[config.mk]
export PLATFORM = sky130hd
export DESIGN_NAME = cmp_seq
export DESIGN_NICKNAME = d
export VERILOG_FILES = /design/src/rtl/cmp_seq_pkg.sv /design/src/rtl/comp4b.sv /design/src/rtl/cmp_seq.sv
export SDC_FILE = /design/constraint.sdc
export NUM_CORES = 1
export LEC_CHECK = 0
export CAP_MARGIN = 20
export CORE_MARGIN = 5
export CORE_UTILIZATION = 40
export CTS_CLUSTER_SIZE = 20
export DETAILED_ROUTE_END_ITERATION = 10
export PLACE_DENSITY = 0.67
export SLEW_MARGIN = 30
export SYNTH_ARGS = -nofsm -noshare
export SYNTH_HDL_FRONTEND = slang
export SYNTH_SLANG_ARGS = --single-unit
[constraint.sdc]
create_clock -name clk -period 3.5 [get_ports clk]
set_input_delay 1.05 -clock clk [delete_from_list [all_inputs] [get_ports clk]]
set_output_delay 1.05 -clock clk [all_outputs]
set_load 0.01 [all_outputs]
[src/rtl/cmp_seq_pkg.sv]
// Shared definitions for the nibble-serial compare sequencer: FSM state
// encoding and the parameter derivations used by cmp_seq.
package cmp_seq_pkg;

  typedef enum logic {
    ST_IDLE = 1'b0,
    ST_RUN  = 1'b1
  } state_t;

  // Number of 4-bit nibbles in an operand of the given width.
  function automatic int nib_count(input int width);
    return width / 4;
  endfunction

  // Nibble index width: clog2 of the nibble count, never narrower than 1 bit.
  function automatic int idx_w(input int nib);
    return (nib > 1) ? $clog2(nib) : 1;
  endfunction

endpackage

[src/rtl/comp4b.sv]
// Combinational 4-bit unsigned magnitude comparator; the single nibble
// datapath shared by every step of the sequencer.
module comp4b (
  input  logic [3:0] a,
  input  logic [3:0] b,
  output logic       gt,
  output logic       lt,
  output logic       eq
);

  assign gt = (a > b);
  assign lt = (a < b);
  assign eq = (a == b);

endmodule

[src/rtl/cmp_seq.sv]
// Multi-word compare engine: walks two latched operands one nibble per clock
// from the MSB end through comp4b, stopping at the first unequal nibble.
module cmp_seq
  import cmp_seq_pkg::*;
#(
  parameter int WIDTH = 16
) (
  input  logic             clk,
  input  logic             rst,
  input  logic             start,
  input  logic             signed_mode,
  input  logic [WIDTH-1:0] a,
  input  logic [WIDTH-1:0] b,
  output logic             busy,
  output logic             done,
  output logic             gt,
  output logic             lt,
  output logic             eq
);

  localparam int NIB = nib_count(WIDTH);
  localparam int IW  = idx_w(NIB);
  localparam logic [IW-1:0] IDX_TOP = IW'(NIB - 1);

  state_t           state, state_d;
  logic [IW-1:0]    idx;
  logic [WIDTH-1:0] a_q, b_q;
  logic             sgn_q;
  logic [3:0]       nib_a, nib_b;
  logic             c_gt, c_lt, c_eq;
  logic             load, finish;

  // Nibble mux plus offset-binary flip of the sign nibble in signed mode,
  // which turns a two's complement compare into an unsigned one.
  always_comb begin
    // NOTE: every output gets a default before the loop so no path leaves it unassigned (no latch).
    nib_a = '0;
    nib_b = '0;
    for (int i = 0; i < NIB; i++) begin
      if (idx == IW'(i)) begin
        nib_a = a_q[i*4 +: 4];
        nib_b = b_q[i*4 +: 4];
      end
    end
    if (sgn_q && (idx == IDX_TOP)) begin
      nib_a[3] = ~nib_a[3];
      nib_b[3] = ~nib_b[3];
    end
  end

  comp4b u_comp4b (
    .a  (nib_a),
    .b  (nib_b),
    .gt (c_gt),
    .lt (c_lt),
    .eq (c_eq)
  );

  always_comb begin
    state_d = state;
    load    = 1'b0;
    finish  = 1'b0;
    case (state)
      ST_IDLE: begin
        if (start) begin
          load    = 1'b1;
          state_d = ST_RUN;
        end
      end
      ST_RUN: begin
        if (!c_eq || (idx == '0)) begin
          finish  = 1'b1;
          state_d = ST_IDLE;
        end
      end
      default: state_d = ST_IDLE;
    endcase
  end

  // NOTE: all sequential state uses non-blocking assignments so every register sees pre-edge values.
  always_ff @(posedge clk) begin
    if (rst) begin
      state <= ST_IDLE;
      idx   <= '0;
      done  <= 1'b0;
      gt    <= 1'b0;
      lt    <= 1'b0;
      eq    <= 1'b0;
    end else begin
      state <= state_d;
      done  <= finish;
      if (load) begin
        idx <= IDX_TOP;
      end else if ((state == ST_RUN) && !finish) begin
        idx <= idx - IW'(1);
      end
      if (finish) begin
        gt <= c_gt;
        lt <= c_lt;
        eq <= c_eq;
      end
    end
  end

  // NOTE: operand registers carry no reset; they are only read in RUN, which is always entered through a load.
  always_ff @(posedge clk) begin
    if (load) begin
      a_q   <= a;
      b_q   <= b;
      sgn_q <= signed_mode;
    end
  end

  assign busy = (state == ST_RUN);

endmodule

# Word level (Yosys, flattened, before mapping)
# Index checks and enable logic that the tools add are counted.
# word_totals
rom_bits	0
register_bits	40
output_inout_bits	5
ram_bits	0
latch_bits	0
in_bits	36
mem_count	0
# op_classes
reduce_logical	7
n_bitwise	3
n_shift	0
addsub	1
order_cmp	2
n_div	0
n_eq_ne	4
n_mul	0
muxes	18
# ops
cell	count
4-bit two-way mux	8
1-bit two-way mux	7
2-bit equality test (second input constant)	2
4-bit equality test	1
4-bit > comparator	1
4-bit less-than comparator	1
2-bit two-way mux	2
1-bit NOT	3
2-bit by 1-bit equality test with 1-bit output (second input constant)	1
1-bit logical AND	2
1-bit zero test	2
2-bit zero test	1
1-bit case mux with 2 select lines	1
2-bit nonzero test	1
2-bit by 1-bit subtractor with 2-bit output (second input constant)	1
1-bit logical OR	1

# Logic depth before layout (Yosys ltp)
# Gate-level depths: netlist (run 1).
# depth
depth_word	16
depth_mapped	11

# By module
# From an unflattened synthesis (run 1), not the netlist that was laid out.
# hier_totals
cells_unflattened	122
area_unflattened_um2	1799.2
# by_module_without_submodules
mod	area_per_inst_um2	instances	cells_each	seq_area_each_um2
cmp_seq	1670.4	1	106	1131.1
comp4b	128.9	1	16	0.0

# Worst setup path after synthesis (run 1)
# Ideal clock, no wire load.
# synth_timing
kind	input -> register
from	input port start
to	register a_q[0], enable pin
arrival_time_ns	2.572
n_path_buf	0
cell_stages	1
setup_slack_ns	0.500
setup_ns	0.428
cell_sequence	nor2b_1
# synth_via
elab_chain_cells	2
# synth_rtl
item	line_no	rtl
start, declared	cmp_seq.sv:10	input logic start,
1-bit two-way mux	cmp_seq.sv:65	if (start) begin
1-bit two-way mux	cmp_seq.sv:63	case (state)
end signal, assigned	cmp_seq.sv:108	a_q <= a;
end, declared	cmp_seq.sv:27	logic [WIDTH-1:0] a_q, b_q;
# Every way passes these cells.
# A chain may end at the register's enable or synchronous reset.

# Final worst setup path (run 1)
# layout_timing
from	register idx[1]
to	register lt
# layout_via
elab_chain_cells	12
elab_cells_between_ends	23
classes_between	order compare (1); eq/ne (4); mux (12); bitwise (2); reduce/logical (4)
# layout_rtl
item	line_no	rtl
start, declared	cmp_seq.sv:26	logic [IW-1:0] idx;
start signal, assigned	cmp_seq.sv:95	idx <= idx - IW'(1);
2-bit zero test	cmp_seq.sv:40, cmp_seq.sv:71	
4-bit two-way mux (4 in a row)	cmp_seq.sv:40	if (idx == IW'(i)) begin
1-bit NOT, on equally long branches	cmp_seq.sv:46, cmp_seq.sv:47	
1-bit two-way mux	cmp_seq.sv:45	if (sgn_q && (idx == IDX_TOP)) begin
4-bit equality test	comp4b.sv:13	assign eq = (a == b);
1-bit zero test	cmp_seq.sv:71	if (!c_eq || (idx == '0)) begin
1-bit logical OR	cmp_seq.sv:71	
1-bit two-way mux	cmp_seq.sv:71	
1-bit two-way mux	cmp_seq.sv:63	
end signal, assigned	cmp_seq.sv:99	lt <= c_lt;
end, declared	cmp_seq.sv:17	output logic lt,
# Several ways; a longest one is shown, not always the timed one.

==> metrics.yaml, run 1 <==
grt_max_degree: 35
p_int_w: 0.000858
place_ws_ps: 789
yosysTopAreaCell: "edfxtp_1"
required_ps: 3670
dp.cells: 203
antenna_found_initial: 0
route.vias.total: 1061
cts.reportedPaths.clkPinSlew_ps: 70
period_minus_slack_ps: 2710
setup_tns_ps: 0
syn_inst: 118
hold_class: "register to register"
p_sw_w: 0.000317
htreeDepth: 2
final-max-slew-violation-count: 0
grt_pass1_vias: 1134
async_flop_share: 0
drive_gt1_frac: 0.0807
p_sw_frac: 0.270
wire_per_inst_um: 14.2
top_usage_layer: "met2"
final_cells: 211
synth_nets: 162
initial_core_util: 0.420
drc: 0
crit_path_start_kind: "register"
synth.area.top_cells: "edfxtp_1 (58%), dfxtp_1 (8.2%), ha_1 (5.8%)"
reg2reg_depth: 9
gr-usage-met3: 0.0462
fin_worst_skew_ps: 5.69
fp.dieH_um: 75.5
crit_path_frequent_cell: "ha_1"
post_cts_buffers: 0
worst_setup_path_end_kind: "register"
synth_ff_type: "edfxtp_1"
layout_worst_path_cycle_share: 0.775
core_um2: 4090
post_cts_resized: 0
syn-cell-area_um2: 1720
ir_drop_uv: 292
clk_latency_ps: 280
cts-root-buf: "clkbuf_8"
synth-seq-cells: 40
maxCapViolCount: 0
r2r_start: "idx[1]$_SDFFE_PP0P_"
cts_tree: "yes"
routabilityCongestion: 0.769
outcome: "finished, final reports clean"
min_to: "gt$_SDFFE_PP0P_"
drtIter0Drc: 54
die_area_um2: 5710
dr.pass1.iters: 4
met2_usage: 0.195
dp_hpwl_um: 2220
synthTopCellsByCount: "edfxtp_1 (33), ha_1 (8), a21oi_1 (7), dfxtp_1 (7)"
cts-hold-fix-buffers: 0
floorplan.rows: 23
seqPwrFrac: 0.495
grt_first_pass_wirelength_um: 5000
cp.depth: 9
die_w_um: 75.5
leakage_nw: 0.790
critPathKind: "register to register"
worstPathCellList: "inv_1, ha_1, nor2b_4, a221oi_1, o31ai_1, ha_1, nand4_4, o21ai_0, mux2_1"
clockPowerShare: 0.240
arrival_ps: 2880
hold_depth: 2
path_delay_family: "adder cells"
setup_viol: 0
worst_slew_pin_slew_ps: 589
min_from: "gt$_SDFFE_PP0P_"
cts_buffer_depth: 2
maxSlewHeadroom: 0.607
timing.final.ws_setup_ps: 788
cp_max_fo: 10
grt_usage: 0.119
syn2layout_area_growth_pct: 29.9
rsz0062_at_grt: "false"
finalNetCount: 204
combPwrFrac: 0.265
power.density_nw_per_um2: 527
post-route-util: 0.546
wl_um: 2990
power.total_w: 0.00117
synth.most_common_cell: "edfxtp_1"
postRouteAntennaNets: 0
antenna_cells: 0
yosysWarnings: 0
reg2reg_to: "lt$_SDFFE_PP0P_"
portBuffers: 40
worst_path_largest_cell_delay_ps: 430
yosysSeqAreaShare: 0.658
r2r_slack_ps: 790
critPathSlowestCell: "ha_1"
tritoncts_num_sinks: 40
via_per_inst: 5.03
synth_edf_count: 33
synthDistinctLibCells: 32
grt.met1_usage: 0.138
crit_buf_inv: 1
finalHoldViolCount: 0
cts_buffers: 5
overflow: 0
ios: 41
fmax_mhz: 369
synth_top_area_frac: 0.577
syn_area_per_cell_um2: 14.6
[power by group through the flow]
stage          clock network (W)  registers [W]  logic, W
3_3_place_gp                   0       0.000590  0.000307
4_1_cts                 0.000292       0.000581  0.000317
2_1_floorplan                  0       0.000592  0.000221
3_5_place_dp                   0       0.000592  0.000316
6_report                0.000282       0.000581  0.000312
5_1_grt                 0.000314       0.000586  0.000346
[worst max path at each step]
stage                                    from  slack [ps]                to
final                     idx[1]$_SDFFE_PP0P_         790   lt$_SDFFE_PP0P_
after global routing      idx[1]$_SDFFE_PP0P_         580   lt$_SDFFE_PP0P_
after global placement    idx[1]$_SDFFE_PP0P_         870   lt$_SDFFE_PP0P_
after CTS                 idx[1]$_SDFFE_PP0P_         760   lt$_SDFFE_PP0P_
after floorplan                         start         500  a_q[0]$_DFFE_PP_
after detailed placement  idx[1]$_SDFFE_PP0P_         790   lt$_SDFFE_PP0P_
[per-stage QoR]
stage               hold slack, ps  cell area (um^2)
finish                         498              2230
global route                   532              2230
CTS                            499              2230
detailed placement             488              2150
global placement               480              2150
floorplan                      507              1720
[metal layers]
metal	part of all wire	vias up	wire length, um
met2	0.49	31	1470
met4	0.0080	0	24
met1	0.43	491	1270
met3	0.074	2	222
met5	0	-	0
li1	-	537	-
[state kept, by name, indices dropped and copies added (netlist names)]
signal	count
a_q	16
b_q	16
busy	1
done	1
eq	1
gt	1
idx	2
lt	1
sgn_q	1
[cell families after synthesis]
group	count (synthesis)	share of synthesized area
XOR/XNOR	2	0.0102
buffers and inverters	12	0.0364
multiplexers	1	0.00655
adder cells (fa/ha/maj)	8	0.0583
flip-flops	40	0.658
AND/OR/NAND/NOR	23	0.0852
AO/OA/AOI/OAI	32	0.145
[layout by cell type, fill, tap and decap left out, types with 2 or more instances in the layout]
cell type        synthesis  routed
clkdlybuf4s50_1          0      40
edfxtp_1                33      33
ha_1                     8       8
a21oi_1                  7       7
dfxtp_1                  7       7
inv_1                    6       6
nand2_1                  6       6
nor2b_1                  6       5
clkbuf_8                 0       5
a221oi_1                 4       4
o31ai_1                  4       4
a22oi_2                  3       3
nor2_1                   3       3
a221o_1                  2       2
xor2_1                   2       2
o21ai_0                  2       2
a211oi_1                 2       2
nand2b_1                 2       2
o32ai_1                  2       2
or3_1                    2       2
clkbuf_1                 2       2
[worst min-delay path: stages (launching register included)]
cell	delay, ps
dfxtp_1	320
nand2b_1	60
o32ai_1	70
[cell type report]
type	count	area [um^2]
clock inverter	1	3.75
clock buffer	7	76.3
inverter	6	22.5
timing repair buffer	41	408
multi-input combinational	66	527
tap	50	62.6
sequential	40	1130
fill	354	1860
(Power assumes the default switching activity.)
==> run 2: changes to the inputs <==
--- a/config.mk
+++ b/config.mk
@@ -10,7 +10,7 @@
 export CORE_UTILIZATION = 40
 export CTS_CLUSTER_SIZE = 20
 export DETAILED_ROUTE_END_ITERATION = 10
-export PLACE_DENSITY = 0.67
+export PLACE_DENSITY = 0.69
 export SLEW_MARGIN = 30
 export SYNTH_ARGS = -nofsm -noshare
 export SYNTH_HDL_FRONTEND = slang
==> constraint.sdc (replaced) <==
create_clock -name clk -period 2.27 [get_ports clk]
set_input_delay 0.681 -clock clk [delete_from_list [all_inputs] [get_ports clk]]
set_output_delay 0.681 -clock clk [all_outputs]
set_load 0.01 [all_outputs]
==> run 2 against run 1 <==
Compared with the run above:
- critical path depth did not move
- final cell count rose by 4.3%
- the flow now finishes with violations (setup timing)
- sequential power rose by 55%
- cell area rose by 10%
- fmax rose by 18%
- worst setup slack got worse by 820 ps
- total power rose by 73%
==> metrics.yaml, run 2 (synthesis results as in run 1) <==
dr.pass1.iters: 4
p_int_w: 0.00145
p_sw_frac: 0.287
via_per_inst: 5.23
wl_um: 3550
r2r_slack_ps: -30
final_cells: 220
setup_viol: 4
fp.dieH_um: 75.5
power.density_nw_per_um2: 830
die_area_um2: 5710
finalNetCount: 213
floorplan.rows: 23
period_minus_slack_ps: 2300
dp_hpwl_um: 2550
mostFrequentLayoutCells: "clkdlybuf4s50_1 (40), edfxtp_1 (33), a21oi_1 (7), buf_4 (7), nand2_1 (6)"
rsz0062_at_grt: "true"
grt_usage: 0.132
fmax_mhz: 435
drive_gt1_frac: 0.247
hold_depth: 2
ios: 41
required_ps: 2420
arrival_ps: 2450
tritoncts_num_sinks: 40
wire_per_inst_um: 16.1
critPathKind: "register to register"
reg2reg_to: "gt$_SDFFE_PP0P_"
drc: 0
routabilityCongestion: 0.809
fin_worst_skew_ps: 7.80
htreeDepth: 2
antenna_found_initial: 0
reg2reg_depth: 9
cts.reportedPaths.clkPinSlew_ps: 80
reg_top3: "a_q x16, b_q x16, idx x2"
violations: "setup timing"
cp_max_fo: 7
p_sw_w: 0.000586
core_um2: 4090
timing.final.ws_setup_ps: -28.3
die_w_um: 75.5
post-route-util: 0.601
dp.cells: 208
initial_core_util: 0.420
final_common_cell: "clkdlybuf4s50_1"
antenna_cells: 0
portBuffers: 40
worst_slew_pin_slew_ps: 410
outcome: "finished, violations left"
combPwrFrac: 0.344
postRouteAntennaNets: 0
grt_max_degree: 35
grt_first_pass_wirelength_um: 5670
final-max-slew-violation-count: 0
worst_setup_path_end_kind: "register"
min_from: "gt$_SDFFE_PP0P_"
cts_buffers: 5
cts_tree: "yes"
seqPwrFrac: 0.443
overflow: 0
min_to: "gt$_SDFFE_PP0P_"
r2r_start: "idx[0]$_SDFFE_PP0P_"
ir_drop_uv: 594
place_ws_ps: -99.3
crit_path_start_kind: "register"
maxCapViolCount: 0
drtIter0Drc: 41
cts_buffer_depth: 2
maxSlewHeadroom: 0.725
cts-root-buf: "clkbuf_8"
grt_pass1_vias: 1199
clockPowerShare: 0.213
route.vias.total: 1150
leakage_nw: 0.867
syn2layout_area_growth_pct: 42.9
hold_class: "register to register"
layout_worst_path_cycle_share: 1.01
clk_latency_ps: 270
finalHoldViolCount: 0
==> run 2: how the worst max path moves through the flow <==
| stage | depth (start not counted) | startpoint | endpoint | slack, ps |
|---|---|---|---|---|
| floorplan | 10 | idx[0]$_SDFFE_PP0P_ | lt$_SDFFE_PP0P_ | -2 |
| global placement | 8 | idx[0]$_SDFFE_PP0P_ | lt$_SDFFE_PP0P_ | -20 |
| detailed placement | 10 | idx[0]$_SDFFE_PP0P_ | idx[0]$_SDFFE_PP0P_ | -100 |
| CTS | 9 | idx[0]$_SDFFE_PP0P_ | lt$_SDFFE_PP0P_ | 1 |
| global route | 9 | idx[0]$_SDFFE_PP0P_ | gt$_SDFFE_PP0P_ | -140 |
| finish | 9 | idx[0]$_SDFFE_PP0P_ | gt$_SDFFE_PP0P_ | -30 |
==> run 2: critical path, stage by stage (launching register included) <==
cell      delay, ps
dfxtp_4         390
inv_4            60
ha_4            150
nor2b_4         150
a221o_1         340
a22oi_2         230
ha_4            260
and4b_2         260
a211oi_2        220
o32ai_1         110
==> run 2: metal layers <==
layer	vias to the layer above	global-route usage	wire (um)	part of all wire
met5	-	0	0	0
met4	0	0.0466	62	0.017
met3	6	0.0317	169	0.048
met2	30	0.220	1890	0.53
met1	559	0.169	1430	0.40
li1	555	-	-	-
==> run 2: repair_timing <==
| item | in CTS | in global routing |
|---|---|---|
| hold buffers | 0 | 0 |
| endpoints found under the setup margin | 5 | 5 |
| gates cloned | 0 | 0 |
| pin swaps | 5 | 6 |
| hold endpoints to repair | 0 | 0 |
| setup buffers | 3 | 1 |
| resized for setup | 6 | 5 |
==> run 2: cell type report <==
cell class              count  area (um^2)
clock inverters             3         13.8
repair buffers             50          504
multi-input cells          66          644
inverters                   6         25.0
well taps                  50         62.6
fillers                   326         1630
clock buffers               5         68.8
flip-flops and latches     40         1140
==> run 2: metrics by stage <==
| stage | cell area (um^2) | hold WS (ps) | total power, W | setup TNS (ps) |
|---|---|---|---|---|
| after floorplan | 1790 | 507 | 0.00132 | -2.32 |
| after global placement | 2280 | 480 | 0.00149 | -20.7 |
| after detailed placement | 2280 | 475 | 0.00152 | -378 |
| after CTS | 2410 | 495 | 0.00200 | 0 |
| after global routing | 2450 | 554 | 0.00214 | -532 |
| final | 2450 | 498 | 0.00204 | -47.8 |
==> run 2: power groups by stage <==
stage / clock network, W / registers (W) / logic, W
after CTS: 0.000450 / 0.000903 / 0.000643
after global placement: 0 / 0.000918 / 0.000574
after detailed placement: 0 / 0.000921 / 0.000598
after global routing: 0.000475 / 0.000910 / 0.000759
final: 0.000434 / 0.000903 / 0.000700
after floorplan: 0 / 0.000919 / 0.000400
==> run 3: changes to the inputs <==
--- a/config.mk
+++ b/config.mk
@@ -6,12 +6,13 @@
 export NUM_CORES = 1
 export LEC_CHECK = 0
 export CAP_MARGIN = 20
+export CELL_PAD_IN_SITES_DETAIL_PLACEMENT = 1
+export CELL_PAD_IN_SITES_GLOBAL_PLACEMENT = 1
 export CORE_MARGIN = 5
-export CORE_UTILIZATION = 40
+export CORE_UTILIZATION = 35
 export CTS_CLUSTER_SIZE = 20
 export DETAILED_ROUTE_END_ITERATION = 10
-export PLACE_DENSITY = 0.69
-export SLEW_MARGIN = 30
+export PLACE_DENSITY_LB_ADDON = 0.1
 export SYNTH_ARGS = -nofsm -noshare
 export SYNTH_HDL_FRONTEND = slang
 export SYNTH_SLANG_ARGS = --single-unit
==> run 3 against run 2 <==
Compared with the run above:
- cell area increased by 9.3%
- combinational power increased by 25%
- non-clock buffer count increased by 9
- critical endpoint is now lt$_SDFFE_PP0P_
- the run still ends with setup timing left
- sequential power about the same
==> metrics.yaml, run 3 (synthesis results as in run 1) <==
stdcell_area_um2: 2680
finalHoldViolCount: 0
rsz0062_at_grt: "true"
overflow: 0
cts-hold-fix-buffers: 0
power.total_w: 0.00225
layout_worst_path_cycle_share: 1.06
period_minus_slack_ps: 2420
grt_pass1_vias: 1324
crit_path_start_kind: "register"
final_common_cell: "clkdlybuf4s50_1"
highest_layer: "met4"
cts_tree: "yes"
fmax_mhz: 414
hold_class: "register to register"
fp.dieH_um: 80.1
floorplan.rows: 25
mostFrequentLayoutCells: "clkdlybuf4s50_1 (40), edfxtp_1 (33), buf_4 (12), a21oi_1 (7)"
portBuffers: 40
post-route-util: 0.564
route.vias.total: 1191
wire_per_inst_um: 16.8
leakage_nw: 0.935
htreeDepth: 2
power.density_nw_per_um2: 838
grt_first_pass_wirelength_um: 6600
required_ps: 2520
final-max-slew-violation-count: 0
dr.pass1.iters: 4
cts-root-buf: "clkbuf_8"
dpl_cell_area_um2: 2360
critPathKind: "register to register"
drc: 0
outcome: "finished, violations left"
syn2layout_area_growth_pct: 56.2
routabilityCongestion: 0.685
die_w_um: 80.1
postRouteAntennaNets: 0
violations: "setup timing"
met2_length_um: 2080
reg_top3: "a_q x16, b_q x16, idx x2"
finalNetCount: 222
antenna_cells: 0
clk_latency_ps: 300
grt_usage: 0.139
fin_worst_skew_ps: 6.64
wl_met1_um: 1720
die_area_um2: 6410
timing.final.ws_setup_ps: -146
wl_met3_um: 243
setup_tns_ps: -476
maxCapViolCount: 0
cts_buffers: 5
worst_setup_path_end_kind: "register"
antenna_found_initial: 0
via_per_inst: 4.84
grt_max_degree: 35
worst_slew_pin_slew_ps: 492
ir_drop_uv: 379
drive_gt1_frac: 0.330
arrival_ps: 2660
cts_buffer_depth: 2
dp.cells: 230
maxSlewHeadroom: 0.671
setup_viol: 5
core_um2: 4750
final_cells: 246
wl_um: 4140
tritoncts_num_sinks: 40
cts.reportedPaths.clkPinSlew_ps: 70
ios: 41
dp_hpwl_um: 2680
initial_core_util: 0.361
cp_max_fo: 5
drtIter0Drc: 33
==> run 3: cell count changes in the layout (fill, tap and decap cells not counted), sizes merged <==
cell      delta
clkinvlp     +2
clkinv       -2
buf          +9
==> run 3: path summary, 6_finish.rpt <==
kind | slack (ps) | from | to | cells after the start
min | 510 | gt$_SDFFE_PP0P_ | gt$_SDFFE_PP0P_ | 2
min reg2reg | 510 | gt$_SDFFE_PP0P_ | gt$_SDFFE_PP0P_ | 2
max | -150 | idx[0]$_SDFFE_PP0P_ | lt$_SDFFE_PP0P_ | 10
max reg2reg | -150 | idx[0]$_SDFFE_PP0P_ | lt$_SDFFE_PP0P_ | 10
==> run 3: report_power, final <==
| part | internal [W] | switching [W] | leakage, nW |
|---|---|---|---|
| registers | 0.000868 | 0.0000357 | 0.375 |
| logic | 0.000482 | 0.000394 | 0.522 |
| clock network | 0.000212 | 0.000258 | 0.0378 |
==> run 3: critical path: stages, from the launching register on <==
cell and delay [ps]:
dfxtp_4 370, buf_6 120, ha_4 170, buf_6 120
buf_12 130, a221oi_4 330, o31ai_4 110, ha_4 240
a21o_1 210, a2111oi_4 370, mux2_4 200
==> run 3: cell type report <==
class | count | area (um^2)
Timing Repair Buffer | 59 | 596
Multi-Input combinational cell | 66 | 751
Clock buffer | 5 | 68.8
Clock inverter | 3 | 18.8
Inverter | 6 | 27.5
Tap cell | 67 | 83.8
Sequential cell | 40 | 1140
Fill cell | 478 | 2070
==> run 3: layer usage <==
metal | GRT usage | vias up
li1 | - | 572
met1 | 0.165 | 572
met2 | 0.225 | 38
met3 | 0.0482 | 9
met4 | 0.0642 | 0
met5 | 0 | -
==> run 3: stage by stage <==
step                worst slack, ps  hold WS, ps
floorplan                     -2.32          507
global placement              -37.5          488
detailed placement             -194          493
CTS                           -97.2          508
global route                   -246          535
finish                         -146          505
==> run 3: timing repair <==
item                                    in CTS  in global routing
hold endpoints to repair                     0                  0
endpoints found under the setup margin       6                  5
resized for setup                           11                 18
setup buffers                                1                  7
gates cloned                                 0                  0
pin swaps                                   14                  9
==> RTL edit 1 (config.mk and constraints of run 1) <==
Put one more register stage on the output `done`, with the module's reset. The value now appears one clock later. The other outputs are not delayed to match.
--- a/src/rtl/cmp_seq.sv
+++ b/src/rtl/cmp_seq.sv
@@ -22,4 +22,6 @@
   localparam int IW  = idx_w(NIB);
   localparam logic [IW-1:0] IDX_TOP = IW'(NIB - 1);
+
+  logic done_s0;
 
   state_t           state, state_d;
@@ -83,5 +85,5 @@
       state <= ST_IDLE;
       idx   <= '0;
-      done  <= 1'b0;
+      done_s0 <= 1'b0;
       gt    <= 1'b0;
       lt    <= 1'b0;
@@ -89,5 +91,5 @@
     end else begin
       state <= state_d;
-      done  <= finish;
+      done_s0 <= finish;
       if (load) begin
         idx <= IDX_TOP;
@@ -114,4 +116,12 @@
   assign busy = (state == ST_RUN);
 
+  always_ff @(posedge clk) begin
+    if (rst) begin
+      done <= '0;
+    end else begin
+      done <= done_s0;
+    end
+  end
+
 endmodule
 
Function: changed (Yosys sat finds a counterexample within 4 cycles, from zero or initial values and one cycle with rst high).
==> RTL edit 1 against run 1 <==
Final area grew 1.0%. Setup slack worse by 0.22 ns. Synthesized area increased by 0.66%. Wire length increased by 6.2%. Clock skew is 0.0033 ns lower. Count of clock-buffer cells in the layout decreased by 1. Sequential power grew 2%. Sequential cell count up 1. Die area is 0.57% higher. Critical path type unchanged. Total power is 1.7% higher.
==> RTL edit 1: results (changes against run 1) <==
Synthesis
The total nets after synthesis is 163 (+0.62%). By area the synthesized netlist is led by sky130_fd_sc_hd__edfxtp_1 57%, sky130_fd_sc_hd__dfxtp_1 9.3%, sky130_fd_sc_hd__ha_1 5.8%. Sorting the synthesized cells by how often they occur yields 33 x sky130_fd_sc_hd__edfxtp_1, 9 x sky130_fd_sc_hd__nor2b_1, 8 x sky130_fd_sc_hd__dfxtp_1, 8 x sky130_fd_sc_hd__ha_1, 7 x sky130_fd_sc_hd__a21oi_1. The post-synthesis sequential area ratio was 0.666 (+0.00729). The count of different cell masters after synthesis is 30 (-6.3%). The per-instance average area after synthesis is 14.5 µm² (-0.19%). The count of synthesis-stage warnings from yosys is 0 (unchanged).

Min path
The startpoint of the most critical hold path is done_s0. The worst hold path stage count was 1 (-1). The worst hold path terminates at done.

Placed design
The final RePlAce weighted congestion was 0.730 (-5.1%). The pre-CTS setup slack is 0.585 ns (-0.205 ns). The placed wire-length estimate came to 2340 µm (+5.3%). The number of cells in the design after placement is 206 (+1.5%).

Detailed routing
The detail-routed net length per standard cell is 14.8 µm (+4.7%). The total via count in the routed design is 1119 (+5.5%). The number of iterations in the first detailed-routing pass is 5 (+1).

The number of DRC markers in iteration 0 came to 32 (-41%).

Setup path
The slack of the worst reg-to-reg path is 0.57 ns (-0.22 ns). The arrival time of data at the critical path endpoint was 3.16 ns (+0.28 ns). The largest stage delay on the critical path came to 0.47 ns (+0.04 ns).

The kind of cell with the highest combined delay on the critical path is compound AO/OA/AOI/OAI gates. For this design, the slowest cell found on the critical path is sky130_fd_sc_hd__nor2b_1.

Global routing
The global-route wire length before repair was 5180 µm (+3.6%). The via count of the first global-routing pass is 1162 (+2.5%). The total routing resource utilization after global routing is 0.120 (+0.00100).

Finish
The number of diodes added for antenna fixing is 0 (unchanged). The number of inserted filler cells in the final layout is 374 (+5.6%). The share of cells above drive strength 1 is 0.0802 (-0.000498). The non-filler instance count after layout came to 214 (+1.4%).

Status
The flow ran to the end, and the final reports show no timing, DRC or antenna violations.

Pwr
The peak supply drop is 311 µV (+6.6%). The leakage dissipation is 0.800 nW (+1.3%).

Timing
The post-route clock skew is 0.00234 ns (-0.00335 ns). The slew at the pin closest to its max-slew limit is 0.557 ns (-0.0319 ns).
-- RTL edit 1: changes by cell type after synthesis, sizes merged --
cell / before / now
buf: 4 / 2
nor2b: 7 / 9
dfxtp: 7 / 8
o21ai: 2 / 1
nor2: 3 / 2
clkbuf: 2 / 4
-- RTL edit 1: worst max path at each step --
stage | from | endpoint | slack, ns | depth (start not counted)
after floorplan | start | a_q[0] | 0.50 | 1
after global placement | idx[1] | lt | 0.83 | 9
after detailed placement | idx[1] | lt | 0.58 | 9
after CTS | idx[1] | lt | 0.53 | 9
after global routing | idx[1] | lt | 0.27 | 9
final | idx[1] | lt | 0.57 | 9
-- RTL edit 1: power by group --
group | internal, mW | total [mW] | switching (mW)
Sequential | 0.574 | 0.593 | 0.0196
Combinational | 0.154 | 0.312 | 0.157
Clock | 0.138 | 0.290 | 0.152
-- RTL edit 1: cells by family (layout without fill, tap and decap cells) --
| family | Yosys count | after routing | share of synthesized area |
|---|---|---|---|
| multiplexers | 1 | 1 | 0.00651 |
| AND/OR/NAND/NOR | 24 | 24 | 0.0854 |
| XOR/XNOR | 2 | 2 | 0.0101 |
| adder cells (fa/ha/maj) | 8 | 8 | 0.0579 |
| AO/OA/AOI/OAI | 31 | 31 | 0.142 |
| flip-flops | 41 | 41 | 0.666 |
| buffers and inverters | 12 | 55 | 0.0326 |
-- RTL edit 1: final cells by class --
cell class,instances,area share
multi-input cells,66,0.233
repair buffers,41,0.181
well taps,52,0.0289
inverters,6,0.00999
flip-flops and latches,41,0.511
clock buffers,6,0.0322
clock inverters,2,0.00444
-- RTL edit 1: worst register-to-register path, cell delays in order, from the launching register on --
cell and delay [ns]:
sky130_fd_sc_hd__dfxtp_1 0.39, sky130_fd_sc_hd__inv_1 0.09, sky130_fd_sc_hd__ha_1 0.31, sky130_fd_sc_hd__nor2b_1 0.47, sky130_fd_sc_hd__a221oi_1 0.16, sky130_fd_sc_hd__o31ai_1 0.29
sky130_fd_sc_hd__ha_1 0.34, sky130_fd_sc_hd__and4b_1 0.24, sky130_fd_sc_hd__a2111oi_0 0.41, sky130_fd_sc_hd__mux2_1 0.19
-- RTL edit 1: per-stage QoR --
stage	hold slack [ns]	cell area, µm²
after floorplan	0.414	1730
after global placement	0.427	2170
after detailed placement	0.440	2170
after CTS	0.460	2250
after global routing	0.493	2250
final	0.450	2250
-- RTL edit 1: layer usage --
metal / vias to the layer above / part of all wire / routed length [µm] / track usage
li1: 539 / - / - / -
met1: 534 / 0.43 / 1360 / 0.146
met2: 44 / 0.48 / 1530 / 0.193
met3: 2 / 0.082 / 261 / 0.0449
met4: 0 / 0.0069 / 22 / 0.0447
met5: - / 0 / 0 / 0
==> RTL edit 2 (settings of run 1) <==
Without the edit above. The parameter `WIDTH` goes from 16 to 20.
--- a/src/rtl/cmp_seq.sv
+++ b/src/rtl/cmp_seq.sv
@@ -4,5 +4,5 @@
   import cmp_seq_pkg::*;
 #(
-  parameter int WIDTH = 16
+  parameter int WIDTH = 20
 ) (
   input  logic             clk,
Interface: changed (resized a and b); port bits go from 41 to 49. The function was not compared with the original's and may differ.
==> RTL edit 2 against run 1 <==
Total power shrank 0.95%. Synthesized area grew 28%. Final area is 26% higher. Sequential cell count up 9. Hold slack gained 0.027 ns. Clock power rose by 14%. Maximum frequency is 11% lower. Setup slack got worse by 0.32 ns. Sequential power rose by 19%. Wire length is 34% higher. Highest routed layer unchanged.
==> RTL edit 2: results (changes against run 1) <==
Setup path
The largest individual stage delay along the critical path comes from the cell sky130_fd_sc_hd__dfxtp_1. The endpoint of the most critical setup path is idx[1]. The largest stage delay on the critical path is 0.40 ns (-0.03 ns). The slack of the worst reg-to-reg path is 0.47 ns (-0.32 ns).

The critical-path maximum fanout came to 13 (+3). Broken down by cell family, the worst path's largest delay share belongs to compound AO/OA/AOI/OAI gates.

Detailed routing
The total via count in the routed design is 1468 (+38%). The routed wire length is 4010 µm (+34%). The detail-routed via count per cell is 5.13 (+2.1%). The number of DRC markers in iteration 0 is 55 (+1.9%).

Placed design
The number of cells in the design after placement was 278 (+37%). The final RePlAce weighted congestion is 0.770 (about the same). The placed wire-length estimate is 2920 µm (+31%).

The count of buffers from port buffering is 48 (+20%).

Pwr
The power share of the sequential group is 0.593 (+0.098). The switching power total came to 0.267 mW (-16%). The leakage dissipation is 1.01 nW (+28%). The power in the clock group is 0.321 mW (+14%). The logic gate share of total power is 0.132 (-0.133). The peak supply drop came to 240 µV (-18%).

Min path
For hold timing, the worst endpoint is eq. The tightest min-delay check is of the reg2reg type.

Timing
The slew at the pin closest to its max-slew limit came to 0.641 ns (+0.0521 ns). The worst-case hold slack is 0.525 ns (+0.0269 ns).

Synthesis
In the post-synthesis netlist, the biggest area contributors are sky130_fd_sc_hd__edfxtp_1 56%, sky130_fd_sc_hd__dfxtp_1 7.3%, sky130_fd_sc_hd__ha_1 5.1%. The post-synthesis sequential area ratio is 0.632 (-0.0266). The area fraction in compound gates after synthesis came to 0.152 (+0.00677).

The per-instance average area after synthesis is 13.3 µm² (-8.9%). The count of different cell masters after synthesis is 40 (+25%). The number of enable flip-flop cells after synthesis is 41 (+24%). In the synthesized netlist the dominant register cell turns out to be sky130_fd_sc_hd__edfxtp_1. The total nets after synthesis was 219 (+35%). The fraction of the mapped netlist area in adder cells is 0.0511 (-0.00713). The synthesized-area fraction occupied by xor and xnor cells is 0.00795 (-0.00224).

Clock network
The source-to-sink clock delay at the later pin of the worst-skew pair was 0.30 ns (+0.02 ns). The clock slew seen by the registers of the worst setup and hold paths is 0.09 ns (+0.02 ns).

Finish
The largest registers in the layout are a_q x20, b_q x20, idx x3.

Global routing
The pin count of the biggest net entering global routing is 43 (+23%). The total routing resource utilization after global routing is 0.118 (-0.000915).

Status
The flow ran to the end, and the final reports show no timing, DRC or antenna violations.
-- RTL edit 2: layer usage --
| layer | GRT usage | vias to the layer above | share of wire |
|---|---|---|---|
| met5 | 0 | - | 0 |
| met4 | 0.0526 | 0 | 0.020 |
| met3 | 0.0471 | 8 | 0.074 |
| met2 | 0.188 | 43 | 0.46 |
| met1 | 0.140 | 686 | 0.44 |
| li1 | - | 731 | - |
-- RTL edit 2: cell type report --
type | count | area [µm²]
clock buffers | 5 | 68.8
multi-input cells | 95 | 706
inverters | 13 | 48.8
flip-flops and latches | 49 | 1390
repair buffers | 49 | 488
fillers | 484 | 2630
well taps | 72 | 90.1
clock inverters | 3 | 17.5
-- RTL edit 2: metrics by stage --
step / area [µm²] / setup slack [ns] / utilization
after global placement: 2720 / 0.581 / 0.501
after floorplan: 2200 / 0.904 / -
after CTS: 2810 / 0.476 / 0.517
final: 2810 / 0.469 / 0.517
after detailed placement: 2720 / 0.507 / 0.501
after global routing: 2810 / 0.254 / 0.517
